==> config.mk <==
export PLATFORM = sky130hd
export DESIGN_NAME = wb_alu_responder
export DESIGN_NICKNAME = d
export VERILOG_FILES = /design/src/rtl/wb_alu_responder.sv
export SDC_FILE = /design/constraint.sdc
export NUM_CORES = 1
export LEC_CHECK = 0
export ABC_CLOCK_PERIOD_IN_PS = 3400
export CORE_ASPECT_RATIO = 1.1
export CORE_MARGIN = 2
export CORE_UTILIZATION = 55
export DETAILED_ROUTE_END_ITERATION = 8
export DONT_BUFFER_PORTS = 1
export PLACE_DENSITY = 0.8
export SLEW_MARGIN = 10
export SYNTH_ARGS = -nofsm -noshare
export SYNTH_HDL_FRONTEND = slang
export SYNTH_SLANG_ARGS = --single-unit
==> constraint.sdc <==
create_clock -name wb_clk_i -period 3.4 [get_ports wb_clk_i]
set_clock_uncertainty 0.2 [all_clocks]
set_input_delay 0.68 -clock wb_clk_i [delete_from_list [all_inputs] [get_ports wb_clk_i]]
set_output_delay 0.68 -clock wb_clk_i [all_outputs]
set_load 0.005 [all_outputs]
==> src/rtl/wb_alu_responder.sv <==
// Wishbone classic slave wrapping the dual-ALU/XOR function: firmware loads operands,
// pulses START, and reads the result after a fixed latency.
module wb_alu_responder #(
  parameter logic [31:0] BASE_ADDR = 32'h3000_0000,
  parameter int unsigned LATENCY   = 4
) (
  input  logic        wb_clk_i,
  input  logic        wb_rst_i,
  input  logic        wbs_stb_i,
  input  logic        wbs_cyc_i,
  input  logic        wbs_we_i,
  input  logic [3:0]  wbs_sel_i,
  input  logic [31:0] wbs_dat_i,
  input  logic [31:0] wbs_adr_i,
  output logic        wbs_ack_o,
  output logic [31:0] wbs_dat_o,
  output logic        irq_o
);

  typedef enum logic {S_IDLE, S_RUN} state_t;

  state_t      state_q, state_d;
  logic [3:0]  cnt_q, cnt_d;
  logic [31:0] oper_q, oper_d;
  logic [4:0]  ctrl_q, ctrl_d;
  logic        done_q, done_d;
  logic        ovr_q, ovr_d;
  logic [26:0] res_q, res_d;
  logic [31:0] snap_oper_q, snap_oper_d;
  logic [3:0]  snap_sel_q, snap_sel_d;
  logic        ack_q, ack_d;
  logic [31:0] dat_q, dat_d;

  logic        req, hit, wr;
  logic [1:0]  offs;
  logic        start_wr;
  logic [8:0]  r1, r2;
  logic [7:0]  x;
  logic        unused_ok;

  assign unused_ok = ^wbs_adr_i[1:0];

  function automatic logic [8:0] alu(input logic [7:0] a, input logic [7:0] b,
                                     input logic [1:0] sel);
    case (sel)
      2'b00:   alu = {1'b0, a} + {1'b0, b};
      2'b01:   alu = {1'b0, a} - {1'b0, b};  // bit 8 is the borrow
      2'b10:   alu = {1'b0, a & b};
      default: alu = {1'b0, a | b};
    endcase
  endfunction

  always_comb begin
    req      = wbs_cyc_i & wbs_stb_i & ~ack_q;
    hit      = req & (wbs_adr_i[31:4] == BASE_ADDR[31:4]);
    wr       = hit & wbs_we_i;
    offs     = wbs_adr_i[3:2];
    start_wr = wr & (offs == 2'd1) & wbs_sel_i[1] & wbs_dat_i[8];

    r1 = alu(snap_oper_q[7:0],   snap_oper_q[15:8],  snap_sel_q[1:0]);
    r2 = alu(snap_oper_q[23:16], snap_oper_q[31:24], snap_sel_q[3:2]);
    x  = r1[7:0] ^ r2[7:0];

    state_d     = state_q;
    cnt_d       = cnt_q;
    oper_d      = oper_q;
    ctrl_d      = ctrl_q;
    done_d      = done_q;
    ovr_d       = ovr_q;
    res_d       = res_q;
    snap_oper_d = snap_oper_q;
    snap_sel_d  = snap_sel_q;
    ack_d       = req;
    dat_d       = 32'h0;

    if (hit && !wbs_we_i) begin
      case (offs)
        2'd0:    dat_d = oper_q;
        2'd1:    dat_d = {27'h0, ctrl_q};
        2'd2:    dat_d = {29'h0, ovr_q, done_q, state_q == S_RUN};
        default: dat_d = {5'h0, res_q};
      endcase
    end

    if (wr) begin
      case (offs)
        2'd0: for (int i = 0; i < 4; i++)
                if (wbs_sel_i[i]) oper_d[8*i +: 8] = wbs_dat_i[8*i +: 8];
        2'd1: if (wbs_sel_i[0]) ctrl_d = wbs_dat_i[4:0];
        2'd2: if (wbs_sel_i[0]) begin
                if (wbs_dat_i[1]) done_d = 1'b0;
                if (wbs_dat_i[2]) ovr_d  = 1'b0;
              end
        default: ;
      endcase
    end

    // FSM updates come after the bus writes so completion beats a same-cycle W1C
    case (state_q)
      S_IDLE: begin
        if (start_wr) begin
          snap_oper_d = oper_q;
          snap_sel_d  = ctrl_d[3:0];
          cnt_d       = 4'(LATENCY - 1);
          done_d      = 1'b0;
          state_d     = S_RUN;
        end
      end
      default: begin
        if (start_wr) ovr_d = 1'b1;
        if (cnt_q == 4'd0) begin
          res_d   = {^x, x, r2[8], r1[8], r2[7:0], r1[7:0]};
          done_d  = 1'b1;
          state_d = S_IDLE;
        end else begin
          cnt_d = cnt_q - 4'd1;
        end
      end
    endcase
  end

  always_ff @(posedge wb_clk_i) begin
    if (wb_rst_i) begin
      state_q     <= S_IDLE;
      cnt_q       <= 4'h0;
      oper_q      <= 32'h0;
      ctrl_q      <= 5'h0;
      done_q      <= 1'b0;
      ovr_q       <= 1'b0;
      res_q       <= 27'h0;
      snap_oper_q <= 32'h0;
      snap_sel_q  <= 4'h0;
      ack_q       <= 1'b0;
      dat_q       <= 32'h0;
    end else begin
      state_q     <= state_d;
      cnt_q       <= cnt_d;
      oper_q      <= oper_d;
      ctrl_q      <= ctrl_d;
      done_q      <= done_d;
      ovr_q       <= ovr_d;
      res_q       <= res_d;
      snap_oper_q <= snap_oper_d;
      snap_sel_q  <= snap_sel_d;
      ack_q       <= ack_d;
      dat_q       <= dat_d;
    end
  end

  assign wbs_ack_o = ack_q;
  assign wbs_dat_o = dat_q;
  assign irq_o     = done_q & ctrl_q[4];

endmodule

==> metrics.cfg, run 1 <==
[outcome]
status = finished with violations
violations = setup timing

[layout]
syn_to_final_growth_pct = 17.42
antenna_cells = 0
fin_cells = 969
drive_above_1_share_pct = 15.26
nets = 905
final_cell_area_um2 = 7709
nFillCells = 939

[run]
cap_violations = 0

[clock_tree]
tritoncts = built
cts.sinks = 140
h-tree-depth = 4
cts_buffers = 17
clk_latency_ns = 0.42
root_buffer = clkbuf_16
clkSlewWorstSetupHoldPaths_ns = 0.06
clk_path_buf_depth = 2

[routing]
routedWlPerCell_um = 17.74
first_pass_iters = 5
wirelength_um = 17190
viasPerCell = 5.871
drt_iter0_markers = 358
vias = 5689
final_antenna_net_count = 0
remaining_drc_errors = 0

[setup_path]
path_max_fanout = 4
cp.required_ns = 3.57
critPathKind = register to register
end_kind = register
crit_arrival_ns = 3.64
startpoint_type = register

[floorplanning]
row_count = 41
die_h_um = 118.6
coreArea_um2 = 11540
pin_count = 107
die_area_um2 = 12830
die_x_um = 108.2
start_util_pct = 56.88

[timing]
setup_viol = 1
slew_headroom_pct = 56.73
period_share_pct = 102.1
finalMaxSlewViolations = 0
finalHoldViolations = 0
tightest_slew_ns = 0.6475
setup_slack_ns = -0.07008
fmax_ghz = 0.2882
period_minus_slack_ns = 3.470
rsz0062_at_grt = true

[global_route]
antenna_found_initial = 0
grtUsageTotal_pct = 27.46
grt_max_degree = 112
first_global_vias = 5746
grt_pass1_wl_um = 27540
grt_overflow = 0

[placed_design]
gp_congestion = 0.9166
placed_cell_area_um2 = 6952
placed_cells = 931
portBuffers = 0
dp_hpwl_um = 12150

[logic_synthesis]
postSynthAreaPerCell_um2 = 8.428
synthCells = 779
synth_top_area_share_pct = 42.69
ys_seq_area_share_pct = 42.69
synth.distinct_cells = 53
ys.flop_type = dfxtp_1
syn-num-nets = 878
synth-edff-count = 0
synth.largest_area_cell = dfxtp_1
ys_warn_count = 0
async_flop_share_pct = 0
synth.area.top_cells = dfxtp_1 43%, nand2_1 7.3%, a21oi_1 6.1%
synth-seq-cells = 140
synthesis.area_um2 = 6565

[power]
power_density_nw_per_um2 = 457.3
p_leak_nw = 2.764
vdd_drop_max_mv = 0.3807

[min_path]
hold_class = primary input to register

[layer usage]
metal  GRT usage (%)  vias to the layer above  wire length (um)
met4           11.94                        0               489
met3           8.218                       41              1095
met5               0                        -                 0
met1           31.64                     2677              7035
met2           46.62                      208              8571
li1                -                     2763                 -
[path summary, 6_finish.rpt]
path | end | slack [ns] | cells past startpoint | startpoint
worst max-delay path | res_q[26]$_SDFFE_PP0P_ | -0.07 | 13 | snap_oper_q[8]$_SDFFE_PP0P_
worst min-delay path | snap_oper_q[29]$_SDFFE_PP0P_ | 0.13 | 1 | wb_rst_i
worst max register to register | res_q[26]$_SDFFE_PP0P_ | -0.07 | 13 | snap_oper_q[8]$_SDFFE_PP0P_
worst min register to register | res_q[17]$_SDFFE_PP0P_ | 0.25 | 2 | res_q[17]$_SDFFE_PP0P_
[final cells by class]
cell class	count	area, um^2	area share [%]
Sequential cell	140	2805	36.39
Inverter	20	75.07	0.9739
Timing Repair Buffer	55	412.9	5.356
Clock inverter	11	143.9	1.867
Tap cell	150	187.7	2.435
Multi-Input combinational cell	572	3633	47.14
Clock buffer	21	450.4	5.843
[power by group]
| group | leakage [nW] | switching [mW] | internal, mW | total, mW |
|---|---|---|---|---|
| registers | 1.13 | 0.000459 | 1.64 | 1.64 |
| clock network | 0.279 | 0.691 | 1.17 | 1.86 |
| logic | 1.36 | 0.0166 | 0.00816 | 0.0248 |
| total | 2.76 | 0.708 | 2.82 | 3.53 |
[registers in the layout, summed over array words and instances, names as in the netlist]
signal / cells
cnt_q: 4
ctrl_q: 5
done_q: 1
oper_q: 32
ovr_q: 1
res_q: 27
snap_oper_q: 32
snap_sel_q: 4
state_q: 1
wbs_ack_o: 1
wbs_dat_o: 32
[synthesized netlist by cell type, types with 7 or more instances]
master    count
dfxtp_1     140
o21a_1       10
nor2_1       87
o21ai_0      11
xnor2_1      16
nand3_1      27
nor3_1       18
a21oi_1      80
a211oi_1     22
nor4_1        7
clkbuf_1     43
xor2_1       11
nand2_1     127
maj3_1       10
inv_1        20
ha_1         24
a22oi_1      25
mux2i_1      16
o31a_1        7
[metrics by stage]
step	setup TNS (ns)	hold WS [ns]	setup WS (ns)	utilization, %	power (mW)
after floorplan	-0.08492	0.2315	-0.08492	-	1.718
after global placement	-0.04106	0.2394	-0.04106	60.23	1.701
after detailed placement	-0.1091	0.2410	-0.1091	60.23	1.702
after CTS	-0.05837	0.1119	-0.05837	65.79	3.533
after global routing	-0.3207	0.1116	-0.2813	66.79	3.604
final	-0.07008	0.1258	-0.07008	66.79	3.525
[critical path, stage by stage, from the launching register on]
cell,delay (ns)
dfxtp_1,0.33
inv_1,0.06
ha_1,0.25
nor2_1,0.15
xnor2_1,0.14
ha_1,0.30
nor2b_4,0.16
o31a_1,0.26
o31a_1,0.36
xnor2_2,0.22
xor2_1,0.19
xnor3_1,0.25
or4_1,0.47
nand3_1,0.07
[placed cells by master, fill, tap and decap left out, drive strengths merged, types with 10 or more instances in the layout]
cell	instances
dfxtp	140
nand2	127
nor2	87
a21oi	82
buf	55
nand3	28
a22oi	25
ha	24
a211oi	22
clkbuf	21
inv	20
nor3	18
xnor2	17
mux2i	16
o21ai	14
maj3	12
xor2	11
o21a	10
[logic make-up after synthesis]
family	share of synthesized area, %
and+or+nand+nor	21.04
AOI/OAI and AO/OA	16.90
DFF	42.69
buffers and inverters	4.136
adders and majority gates	7.052
xor gates and xnor gates	4.193
muxes	3.983
[timing repair]
item | CTS | global route
hold buffers | 0 | 0
pin swaps | 2 | 5
endpoints found under the setup margin | 1 | 4
buffers inserted | 2 | 4
gates cloned | 0 | 0
gates resized for setup | 6 | 19
Note: power is estimated with default switching activity, not from simulation.
==> run 2: changes to the inputs <==
--- a/config.mk
+++ b/config.mk
@@ -9,6 +9,7 @@
 export CORE_ASPECT_RATIO = 1.1
 export CORE_MARGIN = 2
 export CORE_UTILIZATION = 55
+export CTS_BUF_LIST = sky130_fd_sc_hd__clkbuf_8
 export DETAILED_ROUTE_END_ITERATION = 8
 export DONT_BUFFER_PORTS = 1
 export PLACE_DENSITY = 0.8
==> run 2 against run 1 <==
Compared with the run above:
- the flow still finishes with violations (setup timing)
- worst setup slack got worse by 0.031 ns
- sequential share of layout area increased by 1.2 points
- count of clock-buffer cells in the layout decreased by 3
- final area decreased by 3.0%
- critical path type unchanged
==> metrics.cfg, run 2 (same netlist as run 1, synthesis figures left out) <==
[setup_path]
reg2reg_depth = 13
critPathKind = register to register
crit_arrival_ns = 3.71
slowest_delay_ns = 0.48
end_kind = register
startpoint_type = register
cp_slowest_cell = or4_1
path_cells = inv_1 > ha_1 > nand2_1 > o21ai_4 > fa_1 > nor2b_1 > nor3_1 > a21oi_2 > xnor2_1 > xnor2_2 > xnor3_1 > or4_1 > nand3_1
path_max_fanout = 2
cp.required_ns = 3.61
r2r_end = res_q[26]$_SDFFE_PP0P_
reg2reg_from = snap_oper_q[8]$_SDFFE_PP0P_
rrSetupSlack_ns = -0.10

[timing]
period_share_pct = 103.0
finalMaxSlewViolations = 0
fmax_ghz = 0.2856
tightest_slew_ns = 0.6496
period_minus_slack_ns = 3.501
slew_headroom_pct = 56.59
setup_viol = 1
setup_slack_ns = -0.1011
rsz0062_at_grt = true
finalHoldViolations = 0
hold_slack_ns = 0.08352

[global_route]
grt_overflow = 0
grt_pass1_wl_um = 27480
grt_max_degree = 112
grtUsageTotal_pct = 27.40
antenna_found_initial = 0
first_global_vias = 5707

[layout]
final_cell_mix = 134 x dfxtp_1, 127 x nand2_1, 86 x nor2_1
drive_above_1_share_pct = 15.14
antenna_cells = 0
layout_commonest_cell = dfxtp_1
syn_to_final_growth_pct = 13.95
fin_util_pct = 64.81
fin_cells = 969
nFillCells = 992
nets = 905

[routing]
routedWlPerCell_um = 17.49
first_pass_iters = 5
topRoutingLayerUsed = met4
final_antenna_net_count = 0
viasPerCell = 5.812
drt_iter0_markers = 306
wl_met3_um = 1038
remaining_drc_errors = 0
wirelength_um = 16950
wl_met1_um = 6971
dr_wl_met2_um = 8476
vias = 5632

[clock_tree]
cts_buffers = 17
clkSlewWorstSetupHoldPaths_ns = 0.09
clk_latency_ns = 0.47
clk_path_buf_depth = 2
root_buffer = clkbuf_8
cts_hold_buffers = 0
cts.sinks = 140
tritoncts = built
h-tree-depth = 4

[floorplanning]
die_area_um2 = 12830
die_x_um = 108.2
row_count = 41
start_util_pct = 56.88
die_h_um = 118.6
pin_count = 107
coreArea_um2 = 11540

[placed_design]
portBuffers = 0
pre_cts_slack_ns = -0.1091
gp_congestion = 0.9166
placed_cells = 931
dp_hpwl_um = 12150

[outcome]
status = finished with violations
violations = setup timing

[power]
power_density_nw_per_um2 = 405.7
vdd_drop_max_mv = 0.3095
p_leak_nw = 2.675

[min_path]
hold_start = wb_rst_i
whs_path_depth = 1
hold_class = primary input to register
hold_end = wbs_ack_o$_SDFF_PP0_

[run]
cap_violations = 0

## run 2: cell count changes in the layout (fill, tap and decap cells not counted), sizes merged
cell,previous run,this run
clkbuf,21,18
inv,20,23
## run 2: how the worst max path moves through the flow
stage	from	end	slack [ns]	cells after the start
2_1_floorplan	snap_sel_q[1]$_SDFFE_PP0P_	res_q[26]$_SDFFE_PP0P_	-0.08	15
3_3_place_gp	snap_oper_q[24]$_SDFFE_PP0P_	res_q[26]$_SDFFE_PP0P_	-0.04	15
3_5_place_dp	snap_sel_q[0]$_SDFFE_PP0P_	res_q[26]$_SDFFE_PP0P_	-0.11	14
4_1_cts	snap_oper_q[25]$_SDFFE_PP0P_	res_q[26]$_SDFFE_PP0P_	-0.06	15
5_1_grt	snap_oper_q[25]$_SDFFE_PP0P_	res_q[26]$_SDFFE_PP0P_	-0.27	15
6_report	snap_oper_q[8]$_SDFFE_PP0P_	res_q[26]$_SDFFE_PP0P_	-0.10	13
## run 2: final cells by class
class                   instances  area, um^2  area share, %
multi-input cells             572        3592          48.02
flip-flops and latches        140        2810          37.56
repair buffers                 55       412.9          5.519
clock buffers                  18       247.7          3.312
well taps                     150       187.7          2.509
clock inverters                14       155.1          2.074
inverters                      20       75.07          1.004
## run 2: stage by stage
| step | total power, mW | area (um^2) | TNS (ns) |
|---|---|---|---|
| global route | 3.110 | 7481 | -0.2663 |
| finish | 3.035 | 7481 | -0.1011 |
| global placement | 1.701 | 6952 | -0.04106 |
| floorplan | 1.718 | 6591 | -0.08492 |
| CTS | 3.044 | 7426 | -0.05718 |
| detailed placement | 1.702 | 6952 | -0.1091 |
## run 2: repair_timing
action | in CTS | in global routing
setup buffers | 5 | 1
pin swaps | 3 | 2
setup endpoints to repair | 1 | 3
resized for setup | 8 | 13
## run 2: per-layer routing
metal	global-route usage (%)	vias to the layer above
li1	-	2751
met1	32.03	2648
met2	46.54	198
met3	7.667	35
met4	11.62	0
met5	0	-
## run 2: where the power goes
part | internal, mW | leakage, nW | switching (mW) | total (mW)
Clock | 0.731 | 0.204 | 0.639 | 1.37
Sequential | 1.64 | 1.13 | 0.000462 | 1.64
Combinational | 0.00818 | 1.34 | 0.0168 | 0.0250
## run 2: worst max-delay path: cells and delay by family, from the launching register on
family                   cells  cell delay, ns
AO/OA/AOI/OAI                2            0.20
AND/OR/NAND/NOR              5            1.01
XOR/XNOR                     3            0.90
flip-flops                   1            0.34
buffers and inverters        1            0.05
adder cells (fa/ha/maj)      2            0.74
==> run 3: changes to the inputs <==
--- a/config.mk
+++ b/config.mk
@@ -13,6 +13,8 @@
 export DETAILED_ROUTE_END_ITERATION = 8
 export DONT_BUFFER_PORTS = 1
 export PLACE_DENSITY = 0.8
+export RECOVER_POWER = 100
+export SETUP_SLACK_MARGIN = 0.5
 export SLEW_MARGIN = 10
 export SYNTH_ARGS = -nofsm -noshare
 export SYNTH_HDL_FRONTEND = slang
==> run 3 against run 2 <==
Compared with the run above:
- the run still ends with setup timing left
- via count rose by 5.4%
- sequential cell count stayed put
- cell count is 1.5% higher
- register-to-register slack barely moved
- global-route usage grew 0.73 points
- non-clock buffer count grew 16
- utilization rose by 3.1 points
- sequential share of layout area down 1.6 points
==> metrics.cfg, run 3 (same netlist as run 1, synthesis figures left out) <==
[global_route]
antenna_found_initial = 0
grtUsageTotal_pct = 28.13
first_global_vias = 5709
grt_max_degree = 112
grt_pass1_wl_um = 28230
grt_overflow = 0

[power]
p_leak_nw = 2.817
power_frac_comb_pct = 0.8
p_int_mw = 2.478
vdd_drop_max_mv = 0.3414
p_seq_share_pct = 52.5
p_total_mw = 3.122
power_frac_clock_pct = 46.7
power_density_nw_per_um2 = 398.4
swShare_pct = 20.62
p_switching_uw = 643.7

[setup_path]
reg2reg_depth = 15
end_kind = register
path_cells = inv_2 > ha_4 > nand2_2 > o21ai_2 > buf_4 > fa_2 > nor2b_4 > o21a_1 > nor3_2 > o31a_1 > xnor2_2 > xor2_1 > xnor3_1 > or4_1 > nand3_1
r2r_end = res_q[26]$_SDFFE_PP0P_
slowest_delay_ns = 0.50
cp.required_ns = 3.58
critPathKind = register to register
startpoint = snap_oper_q[24]$_SDFFE_PP0P_
crit_arrival_ns = 3.68
startpoint_type = register
path_max_fanout = 3
critical-path-top-delay-family = simple AND/OR/NAND/NOR gates
reg2reg_from = snap_oper_q[24]$_SDFFE_PP0P_
rrSetupSlack_ns = -0.1
cp.depth = 15
cp_slowest_cell = or4_1
cp-endpoint = res_q[26]$_SDFFE_PP0P_
cp_num_buf_inv = 2

[timing]
hold_slack_ns = 0.1165
finalMaxSlewViolations = 0
fin_tns_setup_ns = -0.09618
tightest_slew_ns = 1.223
slew_headroom_pct = 18.44
rsz0062_at_grt = true
setup_viol = 1
fmax_ghz = 0.2860
setup_slack_ns = -0.09618
period_minus_slack_ns = 3.496
period_share_pct = 102.8
finalHoldViolations = 0

[clock_tree]
root_buffer = clkbuf_8
cts_buffers = 17
cts.sinks = 140
tritoncts = built
clk_path_buf_depth = 2
clk_latency_ns = 0.44
h-tree-depth = 4
clkSlewWorstSetupHoldPaths_ns = 0.08

[routing]
vias = 5938
final_antenna_net_count = 0
viasPerCell = 6.035
drt_iter0_markers = 435
routedWlPerCell_um = 18.50
wirelength_um = 18200
first_pass_iters = 5
remaining_drc_errors = 0

[layout]
antenna_cells = 0
syn_to_final_growth_pct = 19.36
final_cell_mix = 129 x dfxtp_1, 125 x nand2_1, 84 x nor2_1
drive_above_1_share_pct = 21.10
layout_commonest_cell = dfxtp_1
nets = 921

[floorplanning]
row_count = 41
die_x_um = 108.2
start_util_pct = 56.88
die_h_um = 118.6
die_area_um2 = 12830
coreArea_um2 = 11540
pin_count = 107

[placed_design]
portBuffers = 0
gp_congestion = 0.9131
dp_hpwl_um = 12200

[run]
cap_violations = 0

[outcome]
status = finished with violations
violations = setup timing

[min_path]
hold_class = primary input to register

-- run 3: metal layers --
metal | up-vias | wire, um | GRT usage, %
li1 | 2787 | - | -
met1 | 2844 | 7333 | 33.83
met2 | 246 | 9227 | 48.03
met3 | 61 | 969 | 5.516
met4 | 0 | 670 | 12.66
met5 | - | 0 | 0
-- run 3: stage by stage --
stage,instances,cell area (um^2),utilization (%),setup slack (ns)
2_1_floorplan,779,6618,-,-0.08492
3_3_place_gp,934,6989,60.55,-0.01863
3_5_place_dp,934,6989,60.55,-0.1621
4_1_cts,977,7675,66.49,-0.02777
5_1_grt,984,7836,67.89,-0.2251
6_report,984,7836,67.89,-0.09618
-- run 3: final cells by class --
cell class | count | area [um^2]
Clock buffer | 19 | 261.5
Multi-Input combinational cell | 572 | 3785
Fill cell | 890 | 3706
Clock inverter | 12 | 170.2
Tap cell | 150 | 187.7
Timing Repair Buffer | 71 | 538.0
Sequential cell | 140 | 2819
Inverter | 20 | 75.07
-- run 3: worst min-delay path by stage --
| stage | start | end | slack (ns) | cells past startpoint |
|---|---|---|---|---|
| 5_1_grt | wb_rst_i | snap_oper_q[1]$_SDFFE_PP0P_ | 0.09 | 1 |
| 3_3_place_gp | res_q[17]$_SDFFE_PP0P_ | res_q[17]$_SDFFE_PP0P_ | 0.24 | 2 |
| 4_1_cts | wb_rst_i | snap_oper_q[1]$_SDFFE_PP0P_ | 0.09 | 1 |
| 6_report | wb_rst_i | wbs_ack_o$_SDFF_PP0_ | 0.12 | 1 |
| 2_1_floorplan | res_q[16]$_SDFFE_PP0P_ | res_q[16]$_SDFFE_PP0P_ | 0.23 | 2 |
| 3_5_place_dp | res_q[14]$_SDFFE_PP0P_ | res_q[14]$_SDFFE_PP0P_ | 0.25 | 2 |
-- run 3: power by group through the flow --
stage / combinational [mW] / clock [mW] / sequential, mW
final: 0.0256 / 1.46 / 1.64
after global routing: 0.0268 / 1.54 / 1.64
after CTS: 0.0254 / 1.46 / 1.64
after detailed placement: 0.0253 / 0 / 1.68
after global placement: 0.0242 / 0 / 1.68
after floorplan: 0.0409 / 0 / 1.68
-- run 3: timing repair --
action / 4_1_cts / 5_1_grt
hold buffers: 0 / 0
cloned: 0 / 0
pin swaps: 32 / 22
setup endpoints to repair: 6 / 10
buffers inserted: 12 / 7
gates resized for setup: 49 / 36
==> edit 1: new RTL, settings of run 3 <==
Put a register stage on the output `irq_o`, with the module's reset. The value now appears one clock later. The other outputs are not delayed to match.
--- a/src/rtl/wb_alu_responder.sv
+++ b/src/rtl/wb_alu_responder.sv
@@ -151,3 +151,9 @@
   assign wbs_dat_o = dat_q;
-  assign irq_o     = done_q & ctrl_q[4];
+  always_ff @(posedge wb_clk_i) begin
+    if (wb_rst_i) begin
+      irq_o <= '0;
+    end else begin
+      irq_o <= done_q & ctrl_q[4];
+    end
+  end
 
Check against the original RTL: not equivalent (Yosys sat finds a counterexample within 10 cycles, from zero or initial values and one cycle with wb_rst_i high).
==> edit 1 against run 3 <==
Sequential cell count rose by 1. Core utilization fell by 0.12 points. Synthesized area rose by 2.4%. Cell area rose by 3.6%. Global-route usage rose by 0.52 points. Setup slack improved by 170 ps. Critical endpoint unchanged. Sequential share of layout area fell by 1.0 points. Power rose by 5.2%. Wire length rose by 4.9%.
==> edit 1: results (changes against run 3) <==
detailed placer's ending HPWL 12890 um (+5.6%); proportion of layout cells with a drive suffix above 1 0.2233 (+0.01226); cells taking the most area after synthesis sky130_fd_sc_hd__dfxtp_1, sky130_fd_sc_hd__nor2_1, sky130_fd_sc_hd__mux2i_1; met3 demand-to-capacity share in global routing 0.06410 (+0.008938); register-to-register path setup slack 70 ps (+170 ps); clock insertion delay at the later pin of the skew report 460 ps (+20 ps); maximum VDD drop 0.0003715 V (+8.8%); total met2 wirelength after detailed routing 9646 um (+4.5%); routed length per placed instance 19.34 um (+4.6%); top cells by count, synth sky130_fd_sc_hd__dfxtp_1, sky130_fd_sc_hd__nor2_1, sky130_fd_sc_hd__nand2_1; routed length on met3 1215 um (+25%); average instance area after synthesis 8.684 um2 (+3.0%); cell type of the slowest stage on the worst timing path sky130_fd_sc_hd__or4_4; startpoint of the most critical hold path wb_rst_i; r2r startpoint snap_sel_q[3]; number of global-route vias before repair 5700 (-0.16%); fillcell total 903 (+1.5%); startpoint types register; post-CTS setup buffers 15 (+3); RePlAce Congestion 0.8994 (-1.5%); number of endpoints failing setup at the final stage 0 (-1); run status completed; number of standard cells in the layout, taps in and fillers out 987 (+0.30%); pin count of the biggest net entering global routing 110 (-1.8%); number of placed instances with taps included 932 (-0.21%); initial detailed-routing violation count 617 (+42%); Initial DRT Pass Iterations 6 (+1); sequential cell area fraction in the yosys report 0.4200 (-0.006955); met1 capacity usage during global routing 0.3370 (-0.001320); Root Driver sky130_fd_sc_hd__clkbuf_8; number of distinct library cell variants in the gate-level netlist after synthesis 66 (+25%); Period minus WS final 3331 ps (-165.1 ps); met2 routing resource usage after global routing 0.4873 (+0.006923); Synthesized Nets 873 (-0.57%); first-pass GRT wire length 28640 um (+1.5%); length of routed wiring on met1 7410 um (+1.1%); P_leak 3.120 nW (+11%); Reg2Reg Capture Point res_q[26]; Gates resized, CTS repair 40 (-18%); Placed Instance Area 7102 um2 (+1.6%); Inserted Clock Buffers 17 (unchanged); hold endpoint oper_q[8]; worst slew pin tran 1053 ps (-170.1 ps); via count 5952 (+0.24%); final hold slack 93.12 ps (-23.40 ps); GRT Total Usage 0.2866 (+0.005231); Critical Path Fanout Max 4 (+1); data arrival time of the worst path 3480 ps (-200 ps); primary flip-flop cell chosen by synthesis mapping sky130_fd_sc_hd__dfxtp_1; pre-CTS worst setup slack -36.21 ps (+125.9 ps); number of buffer cells added on primary ports 0 (unchanged)
edit 1: cell count changes in the layout (fill, tap and decap cells not counted), sizes merged, moves of 7 or more:
cell,run 3,this run
nor2,87,123
nand2,127,99
mux2i,16,41
a21oi,82,58
nand3,28,8
buf,63,70
clkbuf,27,20
o21ai,14,21
edit 1: per-stage QoR:
stage,power (W),utilization
4_1_cts,0.003288,0.6539
3_5_place_dp,0.001709,0.5927
3_3_place_gp,0.001709,0.5927
2_1_floorplan,0.001725,-
5_1_grt,0.003369,0.6777
6_report,0.003284,0.6777
edit 1: worst max-delay path: cells and delay by family (launching register included):
family                   cells  cell delay (ps)
AND/OR/NAND/NOR              6             1080
AO/OA/AOI/OAI                5              870
flip-flops                   1              330
adder cells (fa/ha/maj)      1              300
buffers and inverters        2              290
XOR/XNOR                     1              140
edit 1: final cells by class:
type	count	area, um2	area share
clock buffers	19	261.5	0.03220
flip-flops and latches	141	2838	0.3495
well taps	154	192.7	0.02373
multi-input cells	569	3943	0.4855
clock inverters	11	214.0	0.02635
inverters	22	85.08	0.01048
repair buffers	71	586.8	0.07227
edit 1: where the power goes:
group / switching (W) / internal, W / total, W
logic: 0.0000125 / 0.00000815 / 0.0000206
registers: 0.000000285 / 0.00165 / 0.00165
clock network: 0.000636 / 0.000977 / 0.00161
total: 0.000649 / 0.00264 / 0.00328
edit 1: cells by family (layout without fill, tap and decap cells):
group           after synthesis  count (layout)  share of synthesized area
flops                       141             141                     0.4200
fa+ha+maj                    36              36                    0.06571
xor+xnor                     25              25                    0.03462
compound gates              163             163                     0.1601
simple gates                298             298                     0.1990
mux                          47              47                    0.07800
buf+inv                      64             123                    0.04263
==> edit 2: new RTL, config.mk and constraints of run 3 <==
Without the edit above. `dat_q` no longer has a reset.
--- a/src/rtl/wb_alu_responder.sv
+++ b/src/rtl/wb_alu_responder.sv
@@ -133,3 +133,2 @@
       ack_q       <= 1'b0;
-      dat_q       <= 32'h0;
     end else begin
@@ -145,4 +144,7 @@
       ack_q       <= ack_d;
-      dat_q       <= dat_d;
     end
+  end
+
+  always_ff @(posedge wb_clk_i) begin
+    dat_q <= dat_d;
   end
Formal check against the unedited RTL: differs if wb_rst_i is asserted again (counterexample within 4 cycles, from zero or initial values and one cycle with wb_rst_i high); with wb_rst_i held inactive, the same outputs for 4 cycles.
==> edit 2 against run 3 <==
Cell area is 4.3% lower. Sequential cell count unchanged. Worst hold slack worse by 6.1 ps. Synthesized area shrank 0.42%. Setup slack better by 190 ps. Wire length is 8.3% lower. Power is 9.2% lower.
==> edit 2: results (changes against run 3) <==
cells taking the most area after synthesis sky130_fd_sc_hd__dfxtp_1, sky130_fd_sc_hd__nor2_1, sky130_fd_sc_hd__mux2i_1; count of mapped cells out of synthesis 739 (-5.1%); detailed placer's ending HPWL 11740 um (-3.8%); GRT Total Usage 0.2672 (-0.01414); number of antenna diodes 0 (unchanged); proportion of layout cells with a drive suffix above 1 0.1772 (-0.03380); Max-slew headroom 0.1601 (-0.02432); Vias/cell 5.979 (-0.91%); first-pass GRT wire length 26890 um (-4.7%); Synthesized Nets 838 (-4.6%); initial detailed-routing violation count 428 (-1.6%); type of the tightest min-delay check primary input to register; Worst path max stage delay 390 ps (-110 ps); net count reported at finish 860 (-6.6%); number of distinct library cell variants in the gate-level netlist after synthesis 55 (+3.8%); DRC violations left 0 (unchanged); sequential cell area fraction in the yosys report 0.4287 (+0.001798); cell type of the slowest stage on the worst timing path sky130_fd_sc_hd__dfxtp_4; data arrival time of the worst path 3460 ps (-220 ps); fillcell total 923 (+3.7%); primary flip-flop cell chosen by synthesis mapping sky130_fd_sc_hd__dfxtp_1; top cells by count, synth sky130_fd_sc_hd__dfxtp_1, sky130_fd_sc_hd__nor2_1, sky130_fd_sc_hd__nand2_1; total length of routed wires 16690 um (-8.3%); P_leak 2.791 nW (-0.90%); number of standard cells in the layout, taps in and fillers out 923 (-6.2%); clock insertion delay at the later pin of the skew report 440 ps (about the same); RePlAce Congestion 0.9692 (+6.1%); run status completed; number of placed instances with taps included 876 (-6.2%); Inserted Clock Buffers 17 (unchanged); Critical Path Fanout Max 5 (+2); maximum VDD drop 0.0002858 V (-16%); pin count of the biggest net entering global routing 110 (-1.8%); number of global-route vias before repair 5425 (-5.0%)
edit 2: cell types whose count changed after synthesis, sizes merged, moves of 6 or more:
cell / delta
nand2: -33
xor2: -6
a21oi: -30
nor3: -10
nand3: -24
mux2i: +25
nor2: +24
edit 2: routing by layer:
layer | global-route usage | wire length (um)
met1 | 0.3452 | 7106
met2 | 0.4312 | 7985
met3 | 0.06012 | 1199
met4 | 0.1050 | 398
met5 | 0 | 0
edit 2: stage by stage:
stage                       util  setup TNS [ps]  worst slack [ps]  instance area [um2]
after floorplan                -               0             280.4                 6654
after global placement    0.5961               0             134.9                 6880
after detailed placement  0.5961               0             46.72                 6880
after CTS                 0.6438               0             98.79                 7431
after global routing      0.6495          -50.50            -50.50                 7497
final                     0.6495               0             96.09                 7497
edit 2: report_power, final:
part / switching, W / internal [W] / leakage, nW
sequential: 0.000000332 / 0.00163 / 1.14
combinational: 0.0000109 / 0.00000883 / 1.48
clock: 0.000628 / 0.000552 / 0.175
total: 0.000639 / 0.00219 / 2.79
edit 2: logic make-up after synthesis:
kind of cell	count (synthesis)	synth area share
flip-flops	140	0.4287
AO/OA/AOI/OAI	156	0.1610
multiplexers	46	0.07655
XOR/XNOR	29	0.04440
AND/OR/NAND/NOR	263	0.1782
buffers and inverters	65	0.03770
adder cells (fa/ha/maj)	40	0.07349
edit 2: final cells by class:
class,instances,area share
Multi-Input combinational cell,534,0.4955
Sequential cell,140,0.3778
Timing Repair Buffer,44,0.04206
Clock buffer,20,0.03672
Tap cell,150,0.02503
Inverter,24,0.01302
Clock inverter,11,0.009846
edit 2: what timing repair did:
item	in CTS	in global routing
endpoints found under the hold margin	0	0
buffers inserted	13	3
hold buffers	0	0
gates resized for setup	27	21
pin swaps	21	12
endpoints found under the setup margin	2	6
edit 2: path summary, 6_finish.rpt:
path / depth (start not counted) / startpoint / slack [ps] / to
worst min-delay path: 1 / wbs_adr_i[2] / 110 / wbs_dat_o[29]
worst min register to register: 2 / res_q[8] / 270 / res_q[8]
worst max register to register: 12 / snap_sel_q[2] / 100 / res_q[26]
worst max-delay path: 12 / snap_sel_q[2] / 100 / res_q[26]
edit 2: critical path: cells and delay by family (launching register included):
kind,cells,cell delay (ps)
xor gates and xnor gates,4,920
AOI/OAI and AO/OA,4,870
and+or+nand+nor,3,490
DFF,1,390
adders and majority gates,1,350
